**config.mk**
```make
export PLATFORM = sky130hd
export DESIGN_NAME = lfsr_encrypt_top
export DESIGN_NICKNAME = d
export VERILOG_FILES = /design/src/rtl/lfsr_encrypt_top.sv
export SDC_FILE = /design/constraint.sdc
export NUM_CORES = 1
export LEC_CHECK = 0
export BUFFER_PORTS_ARGS = -buffer_cell sky130_fd_sc_hd__buf_4
export CAP_MARGIN = 20
export CORE_AREA = 2 2 39 41
export CTS_CLUSTER_SIZE = 24
export DETAILED_ROUTE_END_ITERATION = 7
export DIE_AREA = 0 0 41 43
export PLACE_DENSITY = 0.56
export SETUP_SLACK_MARGIN = 0.02
export SYNTH_ARGS = -nofsm -noshare
export SYNTH_HDL_FRONTEND = slang
export SYNTH_SLANG_ARGS = --single-unit
export TNS_END_PERCENT = 5
```
**constraint.sdc**
```tcl
create_clock -name clk -period 2.2 [get_ports clk]
set_clock_uncertainty 0.15 [all_clocks]
set_input_delay 0.11 -clock clk [delete_from_list [all_inputs] [get_ports clk]]
set_output_delay 0.11 -clock clk [all_outputs]
set_load 0.02 [all_outputs]
```
**src/rtl/lfsr_encrypt_top.sv**
```systemverilog
// Hardwired LFSR message encryptor: loads pre-length, taps and seed from DM,
// then writes 64 parity-tagged encrypted bytes to DM[64..127] and raises done.
module dat_mem (
  input  logic       clk,
  input  logic       wr_en,
  input  logic [7:0] rd_addr,
  input  logic [7:0] wr_addr,
  input  logic [7:0] wr_data,
  output logic [7:0] rd_data
);
  logic [7:0] Core [0:255];

  assign rd_data = Core[rd_addr];

  always_ff @(posedge clk) begin
    if (wr_en) Core[wr_addr] <= wr_data;
  end
endmodule

module instr_rom (
  input  logic       clk,
  input  logic       wr_en,
  input  logic [9:0] addr,
  input  logic [8:0] wr_data,
  output logic [8:0] rd_data
);
  logic [8:0] inst_rom [0:1023];

  assign rd_data = inst_rom[addr];

  always_ff @(posedge clk) begin
    if (wr_en) inst_rom[addr] <= wr_data;
  end
endmodule

module lfsr_encrypt_top (
  input  logic clk,
  input  logic rst,
  output logic done
);
  typedef enum logic [2:0] {LD_P, LD_T, LD_S, ENC, DONE} state_t;

  state_t     state, state_nx;
  logic [5:0] idx;
  logic [6:0] lfsr, taps, tap_sel, lfsr_nx;
  logic [7:0] pre_len;
  logic [7:0] rd_addr, rd_data, wr_addr, wr_data;
  logic       wr_en;
  logic [7:0] src_off, src_byte;
  logic       pad;
  logic [8:0] ir_unused;

  dat_mem DM (
    .clk     (clk),
    .wr_en   (wr_en),
    .rd_addr (rd_addr),
    .wr_addr (wr_addr),
    .wr_data (wr_data),
    .rd_data (rd_data)
  );

  instr_rom IR (
    .clk     (clk),
    .wr_en   (1'b0),
    .addr    ('0),
    .wr_data ('0),
    .rd_data (ir_unused)
  );

  // Positions before the preamble or past the 61-byte message read as space.
  always_comb begin
    src_off  = {2'b00, idx} - pre_len;
    pad      = ({2'b00, idx} < pre_len) || (src_off > 8'd60);
    src_byte = pad ? 8'h20 : rd_data;
  end

  always_comb begin
    rd_addr = 8'd0;
    case (state)
      LD_P:    rd_addr = 8'd61;
      LD_T:    rd_addr = 8'd62;
      LD_S:    rd_addr = 8'd63;
      ENC:     rd_addr = pad ? 8'd0 : src_off;
      default: rd_addr = 8'd0;
    endcase
  end

  always_comb begin
    tap_sel = 7'h60;
    case (rd_data)
      8'd0:    tap_sel = 7'h60;
      8'd1:    tap_sel = 7'h48;
      8'd2:    tap_sel = 7'h78;
      8'd3:    tap_sel = 7'h72;
      8'd4:    tap_sel = 7'h6A;
      8'd5:    tap_sel = 7'h69;
      8'd6:    tap_sel = 7'h5C;
      8'd7:    tap_sel = 7'h7E;
      8'd8:    tap_sel = 7'h7B;
      default: tap_sel = 7'h60;
    endcase
  end

  always_comb begin
    lfsr_nx      = {lfsr[5:0], ^(lfsr & taps)};
    wr_en        = (state == ENC);
    wr_addr      = 8'd64 + {2'b00, idx};
    wr_data[6:0] = src_byte[6:0] ^ lfsr;
    wr_data[7]   = ^wr_data[6:0];
  end

  always_comb begin
    state_nx = state;
    case (state)
      LD_P:    state_nx = LD_T;
      LD_T:    state_nx = LD_S;
      LD_S:    state_nx = ENC;
      ENC:     state_nx = (idx == 6'd63) ? DONE : ENC;
      DONE:    state_nx = DONE;
      default: state_nx = LD_P;
    endcase
  end

  always_ff @(posedge clk or negedge rst) begin
    if (!rst) begin
      state   <= LD_P;
      idx     <= '0;
      lfsr    <= '0;
      taps    <= '0;
      pre_len <= '0;
    end else begin
      state <= state_nx;
      case (state)
        LD_P: pre_len <= rd_data;
        LD_T: taps    <= tap_sel;
        LD_S: begin
          lfsr <= rd_data[6:0];
          idx  <= '0;
        end
        ENC: begin
          lfsr <= lfsr_nx;
          idx  <= idx + 6'd1;
        end
        default: ;
      endcase
    end
  end

  assign done = (state == DONE);
endmodule

```
==> results_dict.tcl, run 1 <==
set metrics [dict create \
    grtUsageMet1_pct 17.5 \
    gr-usage-met2_pct 16.9 \
    synthCells 46 \
    crit_path_end_kind "flop" \
    gp_congestion 0.742 \
    powerDensity_nw_per_um2 597 \
    status "finished, final reports clean" \
    fillCellCount 145 \
    postLayoutCoreUtil_pct 36.6 \
    drtAntennaViolNets 0 \
    drc 0 \
    worstPathArrival_ns 1.63 \
    min_period_ns 1.58 \
    cts-htree-levels 1 \
    hpwl_um 580 \
    nets 55 \
    grt_pass1_vias 336 \
    die_w_um 41 \
    multi_input_comb_area_um2 206 \
    fin_hold_ws_ns 0.0508 \
    drt_first_pass_iters 3 \
    grt_overflow 0 \
    register_area_um2 225 \
    start_kind "flop" \
    crit_path_max_fanout 10 \
    cts_buffers 3 \
    grtUsageTotal_pct 13.9 \
    clk_pin_slew_worst_paths_ns 0.06 \
    antenna_found_initial 0 \
    core_um2 1380 \
    tightest_slew_ns 0.339 \
    synth_commonest_cells "dfrtp_1 (9), nand2_1 (6), o21ai_0 (5), nand3_1 (3)" \
    num_antenna_cells 0 \
    finalSetupTns_ns 0 \
    grt_first_pass_wirelength_mm 1.51 \
    drive_gt1_share_pct 13.7 \
    design_area_um2 507 \
    r2r-end "idx[5]$_DFFE_PN0P_" \
    row_count 14 \
    dieArea_um2 1760 \
    netlist_area_um2 450 \
    final.period_utilization_pct 71.8 \
    synth.avg_cell_area_um2 9.79 \
    cts_resized 0 \
    start_util_pct 32.5 \
    p_leak_nw 0.208 \
    clock_sink_count 9 \
    io_buffer_count 2 \
    grt_max_degree 13 \
    drt_iter0_drc 1 \
    synth_edf_count 0 \
    ir_worst_vdd_v 0.000296 \
    cts-root-buf "clkbuf_4" \
    drt-vias-per-instance 5.28 \
    r2r_slack_ns 0.62 \
    synthTopCellsByArea "dfrtp_1 (50%), o21ai_0 (5.6%), nand2_1 (5.0%)" \
    ys_seq_area_share_pct 50.0 \
    syn2layout_area_growth_pct 12.5 \
    die_y_um 43 \
    max_freq_mhz 633 \
    finalWirelength_um 843 \
    slew_violations 0 \
    ys_ff_latch 9 \
    ys.warnings.count 0 \
    cp_data_required_time_ns 2.25 \
    yosysMostFrequentCell "dfrtp_1" \
    cts_tree "yes" \
    min_path_type "input pin to asynchronous set/reset pin" \
    hold_violations 0 \
    vias 354 \
    syn_nets 49 \
    ys.flop_type "dfrtp_1" \
    setup-violations-final 0 \
    synth_top_area_cell "dfrtp_1" \
    grt.met3_usage_pct 6.28 \
    relSlewSlack_pct 77.4 \
    cap_violations 0 \
    cts.path.max_buffers 2 \
    reg2reg_depth 3 \
    synth-async-reset-ratio_pct 100 \
    clkLatencyLatePin_ns 0.27 \
    pin_count 3 \
    postPlaceCellArea_um2 470 \
    path_class "flop to flop" \
    rsz0062_at_grt "false" \
    busiest_layer "met1" \
    r2r-start "state[2]$_DFF_PN0_" \
    synth_top_area_share_pct 50.0 \
    yosysUniqueCellTypes 23 \
    wl_per_cell_um 12.6 \
]
[cell type report]
| cell class | count | share of cell area, % |
|---|---|---|
| Sequential cell | 9 | 44.4 |
| Multi-Input combinational cell | 34 | 40.7 |
| Inverter | 1 | 0.741 |
| Timing Repair Buffer | 3 | 4.94 |
| Clock buffer | 4 | 5.19 |
| Tap cell | 16 | 3.95 |
[registers in the layout, summed over array words and instances, names as in the netlist]
| signal | cells |
|---|---|
| idx | 6 |
| state | 3 |
[placed cells by master, fill, tap and decap left out, drive strengths merged]
| cell | n |
|---|---|
| inv | 1 |
| or2b | 1 |
| nand3 | 3 |
| nor2b | 1 |
| nand2b | 2 |
| a221o | 1 |
| nor2 | 1 |
| o22ai | 1 |
| clkbuf | 4 |
| o21ai | 5 |
| or3 | 1 |
| nand2 | 6 |
| nor3b | 2 |
| and3 | 2 |
| a31oi | 1 |
| a21oi | 1 |
| o21bai | 2 |
| or4 | 1 |
| o211ai | 1 |
| nand3b | 1 |
| ha | 1 |
| dlygate4sd3 | 1 |
| buf | 2 |
| dfrtp | 9 |
[cell families after synthesis]
family                   after synthesis  synth area share (%)
AO/OA/AOI/OAI                         12                  16.9
buffers and inverters                  3                  4.16
AND/OR/NAND/NOR                       21                  26.1
adder cells (fa/ha/maj)                1                  2.78
flip-flops                             9                  50.0
[worst max-delay path, cell delays in order, from the launching register on]
cell and delay [ns]:
dfrtp_1 0.41, nand2b_1 0.30, or4_1 0.56, nand3_1 0.10
[what timing repair did]
action / CTS / global route
setup buffers: 0 / 0
endpoints found under the hold margin: 9 / 0
hold buffers: 1 / 0
[power by group]
part | switching, mW | internal [mW]
Combinational | 0.00335 | 0.00236
Sequential | 0 | 0.165
Clock | 0.0611 | 0.0701
Total | 0.0644 | 0.238
[through the flow]
stage	std cells	power, mW	worst slack (ns)
4_1_cts	67	0.307	0.620
3_3_place_gp	62	0.173	0.645
6_report	67	0.302	0.620
3_5_place_dp	62	0.173	0.640
2_1_floorplan	46	0.169	0.653
5_1_grt	67	0.316	0.523
[metal layers]
metal,wire length [um],up-vias
li1,-,175
met1,399,169
met2,378,5
met3,26,5
met4,38,0
met5,0,-
[how the worst max path moves through the flow]
| stage | startpoint | endpoint | slack, ns | cells past startpoint |
|---|---|---|---|---|
| 2_1_floorplan | state[0]$_DFF_PN0_ | state[2]$_DFF_PN0_ | 0.65 | 3 |
| 3_3_place_gp | state[2]$_DFF_PN0_ | idx[5]$_DFFE_PN0P_ | 0.65 | 3 |
| 3_5_place_dp | state[2]$_DFF_PN0_ | idx[5]$_DFFE_PN0P_ | 0.64 | 3 |
| 4_1_cts | state[2]$_DFF_PN0_ | idx[5]$_DFFE_PN0P_ | 0.62 | 3 |
| 5_1_grt | state[2]$_DFF_PN0_ | idx[5]$_DFFE_PN0P_ | 0.52 | 3 |
| 6_report | state[2]$_DFF_PN0_ | idx[5]$_DFFE_PN0P_ | 0.62 | 3 |
(Power assumes the default switching activity.)
==> run 2, diff against run 1 <==
==> constraint.sdc (replaced) <==
create_clock -name clk -period 1.58 [get_ports clk]
set_clock_uncertainty 0.15 [all_clocks]
set_input_delay 0.079 -clock clk [delete_from_list [all_inputs] [get_ports clk]]
set_output_delay 0.079 -clock clk [all_outputs]
set_load 0.02 [all_outputs]
==> run 2 against run 1 <==
Final area up 5.4%. First-iteration DRC count rose to 7.0 times the previous value. Power is 37% higher. Global-route usage shrank 0.49 points. Maximum frequency up 7.9%. Die area did not move. Combinational power increased by 41%. Worst setup slack lost 0.50 ns. Core utilization rose by 2.0 points. Register-to-register slack worse by 0.50 ns. Clock power grew 35%. Wire length fell by 4.3%.
==> results_dict.tcl, run 2 (synthesis results as in run 1) <==
set metrics [dict create \
    wl_per_cell_um 11.5 \
    min_period_ns 1.47 \
    stdcell_count 70 \
    drt_iter0_drc 7 \
    grt_overflow 0 \
    ir_worst_vdd_v 0.000252 \
    drt-vias-per-instance 5.03 \
    vias 352 \
    die_w_um 41 \
    relSlewSlack_pct 88.7 \
    reg.largest.list "idx: 6 flops, state: 3 flops" \
    path_cells "ha_1 > and3_1 > a221o_2" \
    tightest_slew_ns 0.168 \
    clk_pin_slew_worst_paths_ns 0.06 \
    r2r-end "idx[4]$_DFFE_PN0P_" \
    slowest_stage "dfrtp_1" \
    postLayoutCoreUtil_pct 38.6 \
    crit_buf_inv 0 \
    hold_violations 0 \
    grtUsageTotal_pct 13.4 \
    finalWirelength_um 807 \
    cts-htree-levels 1 \
    pre_cts_ws_ns 0.127 \
    design_area_um2 534 \
    dp.cells 65 \
    final_cell_mix "dfrtp_1 (9), nand2_1 (6), o21ai_0 (5), buf_4 (5)" \
    fillCellCount 137 \
    postPlaceCellArea_um2 493 \
    finalPower_mw 0.415 \
    p_leak_nw 0.222 \
    post_cts.repair.setup_buffers 0 \
    core_um2 1380 \
    row_count 14 \
    crit_path_end_kind "flop" \
    crit_path_max_fanout 4 \
    io_buffer_count 2 \
    cts_buffers 3 \
    start_util_pct 32.5 \
    num_antenna_cells 0 \
    clock_sink_count 9 \
    syn2layout_area_growth_pct 18.6 \
    min_path_type "input pin to asynchronous set/reset pin" \
    path_class "flop to flop" \
    largest_reg_flops 6 \
    pin_count 3 \
    fin_hold_ws_ns 0.0326 \
    r2r-start "idx[0]$_DFFE_PN0P_" \
    crit_start "idx[0]$_DFFE_PN0P_" \
    status "finished, final reports clean" \
    layout_commonest_cell "dfrtp_1" \
    drc 0 \
    layout_setup_ws_ns 0.115 \
    die_y_um 43 \
    r2r_slack_ns 0.11 \
    top_register "idx" \
    setup-violations-final 0 \
    worstPathArrival_ns 1.46 \
    nets 58 \
    cts_tree "yes" \
    crit_cells 3 \
    cp_data_required_time_ns 1.57 \
    slew_violations 0 \
    finalSetupTns_ns 0 \
    gp_congestion 0.719 \
    dieArea_um2 1760 \
    reg2reg_depth 3 \
    final.period_utilization_pct 92.7 \
    cts-root-buf "clkbuf_4" \
    powerDensity_nw_per_um2 778 \
    drt_first_pass_iters 4 \
    antenna_found_initial 0 \
    start_kind "flop" \
    crit_end "idx[4]$_DFFE_PN0P_" \
    cts.path.max_buffers 2 \
    clkLatencyLatePin_ns 0.25 \
    grt_pass1_vias 320 \
    critPathTopFamily "flip-flops" \
    grt_first_pass_wirelength_mm 1.48 \
    grt_max_degree 10 \
    drive_gt1_share_pct 20.4 \
    rsz0062_at_grt "false" \
    drtAntennaViolNets 0 \
    max_freq_mhz 683 \
    cap_violations 0 \
    max_stage_delay_ns 0.40 \
    hpwl_um 588 \
]
==> run 2: changes by cell type in the layout (fill, tap and decap cells not counted), sizes merged <==
| cell | previous run | this run |
|---|---|---|
| buf | 2 | 5 |
==> run 2: worst min path at each step <==
stage / end / slack [ns] / from
after global placement: idx[0]$_DFFE_PN0P_ / -0.24 / rst
after CTS: idx[2]$_DFFE_PN0P_ / 0.02 / rst
final: idx[2]$_DFFE_PN0P_ / 0.03 / rst
after detailed placement: idx[2]$_DFFE_PN0P_ / -0.24 / rst
after global routing: idx[2]$_DFFE_PN0P_ / 0.04 / rst
after floorplan: idx[0]$_DFFE_PN0P_ / -0.37 / rst
==> run 2: final cells by class <==
| class | count | area [um2] | share of cell area, % |
|---|---|---|---|
| sequential | 9 | 225 | 42.2 |
| multi-input combinational | 34 | 211 | 39.6 |
| timing repair buffer | 6 | 47.5 | 8.90 |
| clock buffer | 4 | 26.3 | 4.92 |
| tap | 16 | 20.0 | 3.75 |
| inverter | 1 | 3.75 | 0.703 |
==> run 2: where the power goes <==
part / internal, mW / switching [mW]
registers: 0.230 / 0
clock network: 0.0973 / 0.0798
logic: 0.00329 / 0.00475
total: 0.331 / 0.0846
==> run 2: repair_timing <==
action / CTS / global route
setup endpoints to repair: 0 / 1
hold buffers: 1 / 0
endpoints found under the hold margin: 9 / 0
resized for setup: 0 / 1
==> run 2: routing by layer <==
| metal | GRT usage [%] | wire (um) | up-vias |
|---|---|---|---|
| li1 | - | - | 182 |
| met1 | 16.2 | 384 | 165 |
| met2 | 17.5 | 411 | 5 |
| met3 | 4.71 | 11 | 0 |
| met4 | 12.0 | 0 | 0 |
| met5 | 0 | 0 | - |
==> run 3, diff against run 2 <==
--- a/config.mk
+++ b/config.mk
@@ -11,7 +11,7 @@
 export CTS_CLUSTER_SIZE = 24
 export DETAILED_ROUTE_END_ITERATION = 7
 export DIE_AREA = 0 0 41 43
-export PLACE_DENSITY = 0.56
+export PLACE_DENSITY = 0.57
 export SETUP_SLACK_MARGIN = 0.02
 export SYNTH_ARGS = -nofsm -noshare
 export SYNTH_HDL_FRONTEND = slang
==> constraint.sdc (replaced) <==
create_clock -name clk -period 1.3 [get_ports clk]
set_clock_uncertainty 0.15 [all_clocks]
set_input_delay 0.065 -clock clk [delete_from_list [all_inputs] [get_ports clk]]
set_output_delay 0.065 -clock clk [all_outputs]
set_load 0.02 [all_outputs]
==> run 3 against run 2 <==
The run now ends with negative setup slack left. Count of clock-buffer cells in the layout did not move. Wire length rose by 34%. Non-clock buffer count rose by 15. Final area rose by 31%. Power rose by 22%. Critical path depth did not move. Largest cell class is now multi-input gates. Highest routed layer is now met4.
==> results_dict.tcl, run 3 (synthesis results as in run 1) <==
set metrics [dict create \
    status "complete, but fails checks" \
    violations "negative setup slack" \
    pin_count 3 \
    drc 0 \
    start_util_pct 32.5 \
    layout_setup_ws_ns -0.0875 \
    crit_buf_inv 0 \
    die_y_um 43 \
    finalWirelength_mm 1.08 \
    multi_input_comb_area_um2 253 \
    pre_cts_ws_ns -0.114 \
    path_class "flop to flop" \
    drt_iter0_drc 6 \
    cts.path.max_buffers 2 \
    stdcell_count 85 \
    num_antenna_cells 0 \
    setup-violations-final 5 \
    slowest_stage "dfrtp_1" \
    grt_overflow 0 \
    critPathTopFamily "flip-flops" \
    wl_per_cell_um 12.7 \
    relSlewSlack_pct 88.2 \
    clock_sink_count 9 \
    nets 73 \
    drt_first_pass_iters 4 \
    cp_data_required_time_ns 1.29 \
    postLayoutCoreUtil_pct 50.5 \
    crit_start "idx[0]$_DFFE_PN0P_" \
    vias 421 \
    max_freq_mhz 721 \
    fillCellCount 127 \
    row_count 14 \
    drt-vias-per-instance 4.95 \
    drive_gt1_share_pct 47.8 \
    hold_violations 0 \
    cts_buffers 3 \
    start_kind "flop" \
    dp.cells 72 \
    grtUsageTotal_pct 15.7 \
    cts-htree-levels 1 \
    cts_tree "yes" \
    rsz0062_at_grt "true" \
    min_path_type "input pin to asynchronous set/reset pin" \
    largest_reg_flops 6 \
    tightest_slew_ns 0.176 \
    r2r-start "idx[0]$_DFFE_PN0P_" \
    powerDensity_nw_per_um2 723 \
    grt_max_degree 10 \
    reg.largest.list "idx: 6 flops, state: 3 flops" \
    ir_worst_vdd_v 0.000396 \
    clkLatencyLatePin_ns 0.26 \
    gp_congestion 0.757 \
    die_w_um 41 \
    syn2layout_area_growth_pct 55.3 \
    crit_path_end_kind "flop" \
    cap_violations 0 \
    top_register "idx" \
    slew_violations 0 \
    clk_pin_slew_worst_paths_ns 0.06 \
    dieArea_um2 1760 \
    antenna_found_initial 0 \
    io_buffer_count 2 \
    grt_first_pass_wirelength_mm 1.80 \
    cts-root-buf "clkbuf_4" \
    drtAntennaViolNets 0 \
    path_cells "ha_2 > and3_4 > a221o_2" \
    worstPathArrival_ns 1.38 \
    hpwl_um 684 \
    max_stage_delay_ns 0.39 \
    final.period_utilization_pct 107 \
    grt_pass1_vias 450 \
    final_cell_mix "buf_4 (17), dfrtp_1 (9), nand2_1 (6)" \
    p_leak_nw 0.294 \
    finalPower_mw 0.506 \
    layout_commonest_cell "buf_4" \
    min_period_ns 1.39 \
    crit_path_max_fanout 4 \
    register_area_um2 225 \
    core_um2 1380 \
]
[run 3: per-layer routing]
layer / routed length (um) / vias to the layer above / GRT usage [%]
li1: - / 212 / -
met1: 505 / 196 / 20.1
met2: 520 / 9 / 22.8
met3: 29 / 4 / 3.14
met4: 24 / 0 / 10.0
met5: 0 / - / 0
[run 3: cell type report]
class	instances	share of cell area [%]
timing repair buffer	21	24.5
multi-input combinational	34	36.1
sequential	9	32.2
tap	16	2.86
inverter	1	0.537
clock buffer	4	3.76
[run 3: worst paths after layout]
path	endpoint	slack (ns)	cells past startpoint
min reg2reg	idx[3]$_DFFE_PN0P_	0.41	2
min	idx[5]$_DFFE_PN0P_	0.01	2
max in group asynchronous	state[1]$_DFF_PN0_	0.85	2
max reg2reg	idx[4]$_DFFE_PN0P_	-0.09	3
min in group clk	idx[3]$_DFFE_PN0P_	0.41	2
max	idx[4]$_DFFE_PN0P_	-0.09	3
[run 3: worst register-to-register path: stages (launching register included)]
cell and delay, ns:
dfrtp_1 0.39, ha_2 0.20, and3_4 0.20, a221o_2 0.33
[run 3: timing repair]
item,CTS,global route
endpoints found under the setup margin,6,9
hold buffers,1,0
setup buffers,8,0
endpoints found under the hold margin,9,0
pin swaps,8,4
gates resized for setup,7,6
[run 3: report_power, final]
group / internal (mW) / leakage (nW) / total, mW / switching [mW]
logic: 0.00400 / 0.184 / 0.00991 / 0.00591
registers: 0.280 / 0.0951 / 0.280 / 0
clock network: 0.118 / 0.0150 / 0.216 / 0.0976
[run 3: through the flow]
stage	TNS [ns]	hold WS, ns	cell area [um2]
floorplan	-0.264	-0.381	470
global placement	-0.304	-0.255	566
detailed placement	-0.355	-0.253	566
CTS	-0.252	0.00783	681
global route	-0.635	0.0225	699
finish	-0.310	0.0150	699
